<file path="src/rtl/multicycle_control_unit_pkg.sv">
// Shared definitions for the multicycle control unit: state codes, opcode
// constants and the datapath select encodings driven by the FSM.
package multicycle_control_unit_pkg;

    localparam int STATE_W = 4;

    // FSM state codes
    localparam logic [3:0] ST_FETCH  = 4'd0;
    localparam logic [3:0] ST_DECODE = 4'd1;
    localparam logic [3:0] ST_MEMADR = 4'd2;
    localparam logic [3:0] ST_MEMRD  = 4'd3;
    localparam logic [3:0] ST_MEMWB  = 4'd4;
    localparam logic [3:0] ST_MEMWR  = 4'd5;
    localparam logic [3:0] ST_EXECR  = 4'd6;
    localparam logic [3:0] ST_EXECI  = 4'd7;
    localparam logic [3:0] ST_ALUWB  = 4'd8;
    localparam logic [3:0] ST_BEQ    = 4'd9;
    localparam logic [3:0] ST_JAL    = 4'd10;
    localparam logic [3:0] ST_TRAP   = 4'd11;

    // Opcodes recognised in DECODE
    localparam logic [6:0] OP_LW    = 7'b0000011;
    localparam logic [6:0] OP_SW    = 7'b0100011;
    localparam logic [6:0] OP_RTYPE = 7'b0110011;
    localparam logic [6:0] OP_ITYPE = 7'b0010011;
    localparam logic [6:0] OP_BEQ   = 7'b1100011;
    localparam logic [6:0] OP_JAL   = 7'b1101111;

    // ALU operation select
    localparam logic [1:0] ALUOP_ADD   = 2'b00;
    localparam logic [1:0] ALUOP_SUB   = 2'b01;
    localparam logic [1:0] ALUOP_FUNCT = 2'b10;

    // ALU operand A select
    localparam logic [1:0] SRCA_PC    = 2'd0;
    localparam logic [1:0] SRCA_OLDPC = 2'd1;
    localparam logic [1:0] SRCA_RS1   = 2'd2;

    // ALU operand B select
    localparam logic [1:0] SRCB_RS2  = 2'd0;
    localparam logic [1:0] SRCB_IMM  = 2'd1;
    localparam logic [1:0] SRCB_FOUR = 2'd2;

    // Write-back result select
    localparam logic [1:0] RES_ALUOUT = 2'd0;
    localparam logic [1:0] RES_MEM    = 2'd1;
    localparam logic [1:0] RES_ALU    = 2'd2;

    // True for states that hold a memory request open
    function automatic logic is_mem_state(input logic [3:0] st);
        return (st == ST_FETCH) || (st == ST_MEMRD) || (st == ST_MEMWR);
    endfunction

endpackage

</file>
<file path="src/rtl/mcu_wait_timer.sv">
// Memory wait counter with timeout compare. Counts cycles a memory request
// is outstanding without mem_ready; timeout flags when the count reaches
// MAX_WAIT so the FSM can trap on a still-unanswered request.
module mcu_wait_timer #(
    parameter int WAIT_W   = 4,
    parameter int MAX_WAIT = 15
) (
    input  logic clk,
    input  logic reset,
    input  logic clear,
    input  logic inc,
    output logic timeout
);

    logic [WAIT_W-1:0] count_r;

    // Wait count: cleared on reset or state entry, advanced while stalled
    always_ff @(posedge clk) begin
        if (reset || clear) begin
            count_r <= {WAIT_W{1'b0}};
        end else if (inc) begin
            count_r <= count_r + WAIT_W'(1);
        end else begin
            count_r <= count_r;
        end
    end

    assign timeout = (count_r == WAIT_W'(MAX_WAIT));

endmodule

</file>
<file path="src/rtl/multicycle_control_unit.sv">
// Multicycle RISC-style control FSM with memory wait timeout trap and a
// retired-instruction counter. Optional JAL handling is enabled by defining
// JAL_SUPPORT_EN; without it the JAL opcode traps like any illegal opcode.
module multicycle_control_unit #(
    parameter int OPC_W    = 7,
    parameter int WAIT_W   = 4,
    parameter int MAX_WAIT = 15,
    parameter int CNT_W    = 32
) (
    input  logic             clk,
    input  logic             reset,
    input  logic [OPC_W-1:0] opcode,
    input  logic             zero,
    input  logic             mem_ready,
    output logic             mem_req,
    output logic             mem_we,
    output logic             adr_src,
    output logic             ir_write,
    output logic             pc_write,
    output logic             reg_write,
    output logic [1:0]       alu_src_a,
    output logic [1:0]       alu_src_b,
    output logic [1:0]       alu_op,
    output logic [1:0]       result_src,
    output logic             trap,
    output logic             busy,
    output logic [CNT_W-1:0] retired
);
    import multicycle_control_unit_pkg::*;

    logic [STATE_W-1:0] state_r, next_s;
    logic [CNT_W-1:0]   retired_r;
    logic               timeout_s, retire_s;
    logic               mem_req_s, mem_we_s, adr_src_s, ir_write_s;
    logic               pc_write_s, reg_write_s;
    logic [1:0]         alu_src_a_s, alu_src_b_s, alu_op_s, result_src_s;

    mcu_wait_timer #(.WAIT_W(WAIT_W), .MAX_WAIT(MAX_WAIT)) u_wait_timer (
        .clk     (clk),
        .reset   (reset),
        .clear   (next_s != state_r),
        .inc     (mem_req_s & ~mem_ready),
        .timeout (timeout_s)
    );

    // State register
    always_ff @(posedge clk) begin
        if (reset) begin
            state_r <= ST_FETCH;
        end else begin
            state_r <= next_s;
        end
    end

    // Retired-instruction counter, wraps naturally
    always_ff @(posedge clk) begin
        if (reset) begin
            retired_r <= {CNT_W{1'b0}};
        end else if (retire_s) begin
            retired_r <= retired_r + CNT_W'(1);
        end else begin
            retired_r <= retired_r;
        end
    end

    // Next-state logic; mem_ready wins over timeout on the last wait cycle
    always_comb begin
        next_s = ST_TRAP;
        case (state_r)
            ST_FETCH, ST_MEMRD, ST_MEMWR: begin
                if (mem_ready) begin
                    if (state_r == ST_FETCH)      next_s = ST_DECODE;
                    else if (state_r == ST_MEMRD) next_s = ST_MEMWB;
                    else                          next_s = ST_FETCH;
                end else if (timeout_s) begin
                    next_s = ST_TRAP;
                end else begin
                    next_s = state_r;
                end
            end
            ST_DECODE: begin
                case (opcode)
                    OPC_W'(OP_LW), OPC_W'(OP_SW): next_s = ST_MEMADR;
                    OPC_W'(OP_RTYPE):             next_s = ST_EXECR;
                    OPC_W'(OP_ITYPE):             next_s = ST_EXECI;
                    OPC_W'(OP_BEQ):               next_s = ST_BEQ;
`ifdef JAL_SUPPORT_EN
                    OPC_W'(OP_JAL):               next_s = ST_JAL;
`endif
                    default:                      next_s = ST_TRAP;
                endcase
            end
            ST_MEMADR: begin
                if (opcode == OPC_W'(OP_LW)) begin
                    next_s = ST_MEMRD;
                end else if (opcode == OPC_W'(OP_SW)) begin
                    next_s = ST_MEMWR;
                end else begin
                    next_s = ST_TRAP;
                end
            end
            ST_EXECR, ST_EXECI:          next_s = ST_ALUWB;
            ST_MEMWB, ST_ALUWB, ST_BEQ:  next_s = ST_FETCH;
`ifdef JAL_SUPPORT_EN
            ST_JAL:                      next_s = ST_FETCH;
`endif
            ST_TRAP:                     next_s = ST_TRAP;
            default:                     next_s = ST_TRAP;
        endcase
    end

    // State-decoded control outputs and retire strobe
    always_comb begin
        mem_req_s    = is_mem_state(state_r);
        mem_we_s     = 1'b0;
        adr_src_s    = 1'b0;
        ir_write_s   = 1'b0;
        pc_write_s   = 1'b0;
        reg_write_s  = 1'b0;
        alu_src_a_s  = SRCA_PC;
        alu_src_b_s  = SRCB_RS2;
        alu_op_s     = ALUOP_ADD;
        result_src_s = RES_ALUOUT;
        retire_s     = 1'b0;
        case (state_r)
            ST_FETCH: begin
                ir_write_s   = mem_ready;
                pc_write_s   = mem_ready;
                alu_src_b_s  = mem_ready ? SRCB_FOUR : SRCB_RS2;
                result_src_s = mem_ready ? RES_ALU : RES_ALUOUT;
            end
            ST_DECODE: begin
                alu_src_a_s = SRCA_OLDPC;
                alu_src_b_s = SRCB_IMM;
            end
            ST_MEMADR, ST_EXECI: begin
                alu_src_a_s = SRCA_RS1;
                alu_src_b_s = SRCB_IMM;
            end
            ST_MEMRD: adr_src_s = 1'b1;
            ST_MEMWB: begin
                reg_write_s  = 1'b1;
                result_src_s = RES_MEM;
                retire_s     = 1'b1;
            end
            ST_MEMWR: begin
                mem_we_s  = 1'b1;
                adr_src_s = 1'b1;
                retire_s  = mem_ready;
            end
            ST_EXECR: begin
                alu_src_a_s = SRCA_RS1;
                alu_op_s    = ALUOP_FUNCT;
            end
            ST_ALUWB: begin
                reg_write_s = 1'b1;
                retire_s    = 1'b1;
            end
            ST_BEQ: begin
                alu_src_a_s = SRCA_RS1;
                alu_op_s    = ALUOP_SUB;
                pc_write_s  = zero;
                retire_s    = 1'b1;
            end
`ifdef JAL_SUPPORT_EN
            ST_JAL: begin
                alu_src_a_s = SRCA_OLDPC;
                alu_src_b_s = SRCB_FOUR;
                reg_write_s = 1'b1;
                pc_write_s  = 1'b1;
                retire_s    = 1'b1;
            end
`endif
            default: begin
                retire_s = 1'b0;
            end
        endcase
    end

    // All outputs read zero while reset is asserted
    assign mem_req    = ~reset & mem_req_s;
    assign mem_we     = ~reset & mem_we_s;
    assign adr_src    = ~reset & adr_src_s;
    assign ir_write   = ~reset & ir_write_s;
    assign pc_write   = ~reset & pc_write_s;
    assign reg_write  = ~reset & reg_write_s;
    assign alu_src_a  = reset ? 2'b00 : alu_src_a_s;
    assign alu_src_b  = reset ? 2'b00 : alu_src_b_s;
    assign alu_op     = reset ? 2'b00 : alu_op_s;
    assign result_src = reset ? 2'b00 : result_src_s;
    assign trap       = ~reset & (state_r == ST_TRAP);
    assign busy       = ~reset & (state_r != ST_FETCH);
    assign retired    = reset ? {CNT_W{1'b0}} : retired_r;

endmodule

</file>
<file path="config.mk">
export PLATFORM = sky130hd
export DESIGN_NAME = multicycle_control_unit
export DESIGN_NICKNAME = d
export VERILOG_FILES = /design/src/rtl/multicycle_control_unit_pkg.sv /design/src/rtl/mcu_wait_timer.sv /design/src/rtl/multicycle_control_unit.sv
export SDC_FILE = /design/constraint.sdc
export NUM_CORES = 1
export LEC_CHECK = 0
export BUFFER_PORTS_ARGS = -buffer_cell sky130_fd_sc_hd__buf_2
export CORE_ASPECT_RATIO = 1.75
export CORE_UTILIZATION = 36
export CTS_CLUSTER_SIZE = 10
export DETAILED_ROUTE_END_ITERATION = 16
export GPL_TIMING_DRIVEN = 0
export PLACE_DENSITY = 0.55
export SETUP_SLACK_MARGIN = 0.02
export SLEW_MARGIN = 30
export SYNTH_ARGS = -nofsm -noshare
export SYNTH_HDL_FRONTEND = slang
export SYNTH_HIERARCHICAL = 1
export SYNTH_SLANG_ARGS = --single-unit
</file>
<file path="constraint.sdc">
create_clock -name clk -period 6.4 [get_ports clk]
set_input_delay 0.96 -clock clk [delete_from_list [all_inputs] [get_ports clk]]
set_output_delay 0.96 -clock clk [all_outputs]
set_load 0.03 [all_outputs]
</file>
======== Yosys cells after proc, flatten, opt, wreduce, memory -nomap -nowiden ========
Cells that the tools add are included.
operators by class
  bitwise operators ....................... 11
  eq/ne operators ......................... 17
  mux-type cells .......................... 24
  reduce and logical (&&, ||, !) cells .... 13
  $add $sub $neg .......................... 2
operators by type and width
  kind                                                              number
  32-bit by 1-bit adder with 32-bit output (second input constant)  1
  32-bit two-way mux                                                1
  4-bit case mux with 5 select lines                                1
  4-bit by 3-bit == test with 1-bit output (second input constant)  4
  4-bit == test (second input constant)                             4
  4-bit two-way mux                                                 4
  2-bit case mux with 2 select lines                                4
  4-bit case mux with 4 select lines                                1
  7-bit by 6-bit == test with 1-bit output (second input constant)  2
  2-bit two-way mux                                                 5
  1-bit bitwise AND                                                 9
  3-bit OR reduction                                                3
  4-bit by 2-bit == test with 1-bit output (second input constant)  2
  2-bit OR reduction                                                4
  7-bit by 2-bit == test with 1-bit output (second input constant)  1
  7-bit by 5-bit == test with 1-bit output (second input constant)  1
  7-bit == test (second input constant)                             1
  3-bit two-way mux                                                 2
  4-bit by 1-bit adder with 4-bit output (second input constant)    1
  4-bit by 1-bit == test with 1-bit output (second input constant)  1
  4-bit zero test                                                   1
  1-bit two-way mux                                                 4
  4-bit != test                                                     1
  1-bit case mux with 2 select lines                                2
  other kinds (4)                                                   7
storage, ports and cells
  logic and storage cells ................. 70
  bits of input ports ..................... 11
  register bits after elaboration ......... 40
  output and inout bits ................... 48

======== Depth between registers and ports, before layout ========
  word-level depth ........................ 7
  gate-level depth with buffers ........... 9

======== By module ========
The synthesis kept the hierarchy.
modules (own cells, without submodules)
  module                   instances  area each (µm²)  cells an instance
  multicycle_control_unit  1          2309.7           300
  mcu_wait_timer           1          193.9            18

======== Worst setup path after synthesis ========
Ideal clock, no wire load.
  path kind ............................... in2out
  start ................................... input port reset
  end ..................................... output port alu_src_a[0]
  stages on the path ...................... 3
  data arrival time ....................... 2.315 ns
  path slack .............................. 3.125 ns
  cell sequence ........................... clkbuf_1 > buf_1 > nor4_1
on the way
  word-level cells in the longest chain between the ends .. 1
ends and longest elaborated chain
  what               RTL line                        text
  start, declared    multicycle_control_unit.sv:11   input logic reset,
  2-bit two-way mux  multicycle_control_unit.sv:187  assign alu_src_a = reset ? 2'b00 : alu_src_a_s;
  end, declared      multicycle_control_unit.sv:21   output logic [1:0] alu_src_a,
Every way passes these cells.

======== Worst setup path after layout ========
  start ................................... input port reset
  end ..................................... output port busy
on the way
  word-level cells in the longest chain between the ends .. 2
ends and longest elaborated chain
  what               RTL line                        text
  1-bit NOT          multicycle_control_unit.sv:192  assign busy = ~reset & (state_r != ST_FETCH);
  1-bit bitwise AND  multicycle_control_unit.sv:192
  end, declared      multicycle_control_unit.sv:26   output logic busy,
Every way passes these cells.

==> metrics <==
FMAX=0.2730 GHz; H-tree Lvls=2; top cell type by total area after synthesis=dfxtp_1; Setup-failing EPs final=0; Final period util=0.5723; port buffer count=58; via count=2502; kind of critical path=in2out; fin util=0.4585; Antenna diodes=0; Synth Flop Type=dfxtp_1; Hold-fix buffers, CTS=0; largest net degree at the start of global routing=12; main combinational cell family by area after synthesis=simple AND/OR/NAND/NOR gates; R2R cell count=9; Final Non-Filler Cells=466; Area Growth Syn to Fin=21.54%; Clock Tree Buf Depth=2; Leak=1.257 nW; Total GRT Usage=0.1969; Max Slew Vio Count=0; Post-synth EDFFs=0; die area=7305 um2; filler cell count=712; Seq/Total Area, Yosys=0.3198; TNS Setup=0 ns; initial antenna violation count=0; area post-placement=2897 um2; Crit. End Element=output port; CP Capture Point=busy; DRT antenna net count=0; via density per instance=5.369; reg2reg start=u_wait_timer/count_r[0]; num rows=39; Ys Warns=6; DP Cell Count=458; Yosys top cell area share=0.3198; Compound-Gate Fraction of Synth Area=0.1214; Post-CTS Resized=0; Clock transition at path regs=0.06 ns; Gate Count Post-Synth=318; Worst Setup SP=reset; status=finished clean; Seq cells post-synth=40; adder-cell share of the synthesized area=0.009995; Setup WS pre-CTS=2.729 ns; RR Endpoint=u_wait_timer/count_r[3]; crit path DAT=2.70 ns; CP Max Fanout=10; max cap viols=0; Final Total Pwr=923.2 uW; WP buf/inv=5; Synth cell types=54; Critical Path RT=5.44 ns; Slew headroom=0.4421; multiplexer area fraction after synthesis=0.03698; DRC=0; post-synthesis simple-gate area fraction=0.4073; Die Y=112.3 um; mapped cell area=2504 um2; Initial DRC Count=82; family with the most delay on the worst path=buffers and inverters; r2r setup slk=3.89 ns; Slew @ Worst Pin=0.8304 ns; final period demand of the worst path=3.663 ns; # nets final=396; fraction of layout instances using a drive strength above 1=0.2240; Synth area leaders=dfxtp_1, nor2b_1, nor2_1, xnor2_1, a21oi_1; xor/xnor cell area share of the yosys netlist=0.06647; global placer's final weighted congestion=0.9126; Final WS setup=2.737 ns; peak supply drop=237.5 uV; core area=6636 um2; Post-synth top cells=dfxtp_1, nor2_1, nor2b_1; hold slack=0.4955 ns; Hold Crit Class=reg2reg; Synth async-reset ratio=0; routed wire length per instance=14.83 um; Levels on crit path=6; CTS Buf Count=5; Critical Path Start Type=input port; hpwl dp=5228 um; pwr dens=303.4 nW/um2; Pre-antenna DRT Iters=4; skew final=0.004033 ns; Post-Route WL=6911 um; Final Cell Area=3043 um2; CP Cell Sequence=buf_2, clkbuf_1, clkbuf_1, buf_1, a21oi_1, buf_2; CP max-delay cell=buf_1; CP peak stage delay=0.49 ns; clock root cell=clkbuf_16; Starting Density=0.3773; Mean Syn Cell Area=7.873 um2; Die Wd=65.04 um; TritonCTS clock tree=yes; Hold Fails Final Rpt=0; RSZ-0062 raised after global routing=false; postcts setup bufs=0; I/O pins=59; number of global-route vias before repair=2335; syn nets=331; CTS sink cnt=40; clk_lat worst skew=0.28 ns; first-pass GRT wire length=10960 um; grt ovf=0
worst min path at each step:
stage / cells past startpoint / slack (ns) / from / end
finish: 2 / 0.50 / retired_r[29] / retired_r[29]
global route: 2 / 0.51 / retired_r[23] / retired_r[23]
CTS: 2 / 0.49 / retired_r[29] / retired_r[29]
detailed placement: 2 / 0.49 / retired_r[29] / retired_r[29]
global placement: 2 / 0.47 / retired_r[23] / retired_r[23]
floorplan: 2 / 0.46 / retired_r[29] / retired_r[29]
kinds of logic after synthesis:
kind of cell	after synthesis
AND/OR/NAND/NOR	176
XOR/XNOR	19
adder cells (fa/ha/maj)	2
flip-flops	40
buffers and inverters	22
multiplexers	8
AO/OA/AOI/OAI	51
registers in the layout, indices dropped and copies added (netlist names):
signal / cells
u_wait_timer/count_r: 4
state_r: 4
retired_r: 32
cells in the final DEF, fill, tap and decap left out, drive strengths merged, types with 6 or more instances in the layout:
cell type  count
buf           68
nor2          40
dfxtp         40
nor2b         36
a21oi         20
xnor2         16
nor3          16
clkbuf        16
nand2         15
o21ai         15
nand3         11
nor4          10
nand4         10
or3            9
mux2           7
and3           6
cell type report:
type,instances,area (um2),share of cell area
Timing Repair Buffer,58,290.3,0.09539
Tap cell,82,102.6,0.03372
Sequential cell,40,800.8,0.2632
Inverter,4,15.01,0.004934
Clock buffer,8,146.4,0.04811
Multi-Input combinational cell,256,1608,0.5284
Buffer,18,80.08,0.02632
report_power, final:
| part | internal (mW) | total (mW) | switching, mW |
|---|---|---|---|
| Sequential | 0.265 | 0.277 | 0.0116 |
| Clock | 0.155 | 0.249 | 0.0935 |
| Combinational | 0.125 | 0.397 | 0.273 |
| Total | 0.545 | 0.923 | 0.378 |
worst reg2reg max path: cells and delay by family, from the launching register on:
kind	cells	cell delay (ns)
flip-flops	1	0.34
AO/OA/AOI/OAI	3	0.59
multiplexers	1	0.27
adder cells (fa/ha/maj)	1	0.24
AND/OR/NAND/NOR	4	0.96
metal layers:
layer / GRT usage / up-vias / wire length [um] / share of wire
met5: 0 / - / 0 / 0
met4: 0.1145 / 0 / 267 / 0.039
met3: 0.03557 / 18 / 269 / 0.039
met2: 0.3521 / 73 / 3585 / 0.52
met1: 0.2089 / 1154 / 2787 / 0.40
li1: - / 1257 / - / -
No activity file was read; power rests on OpenSTA's default activity.
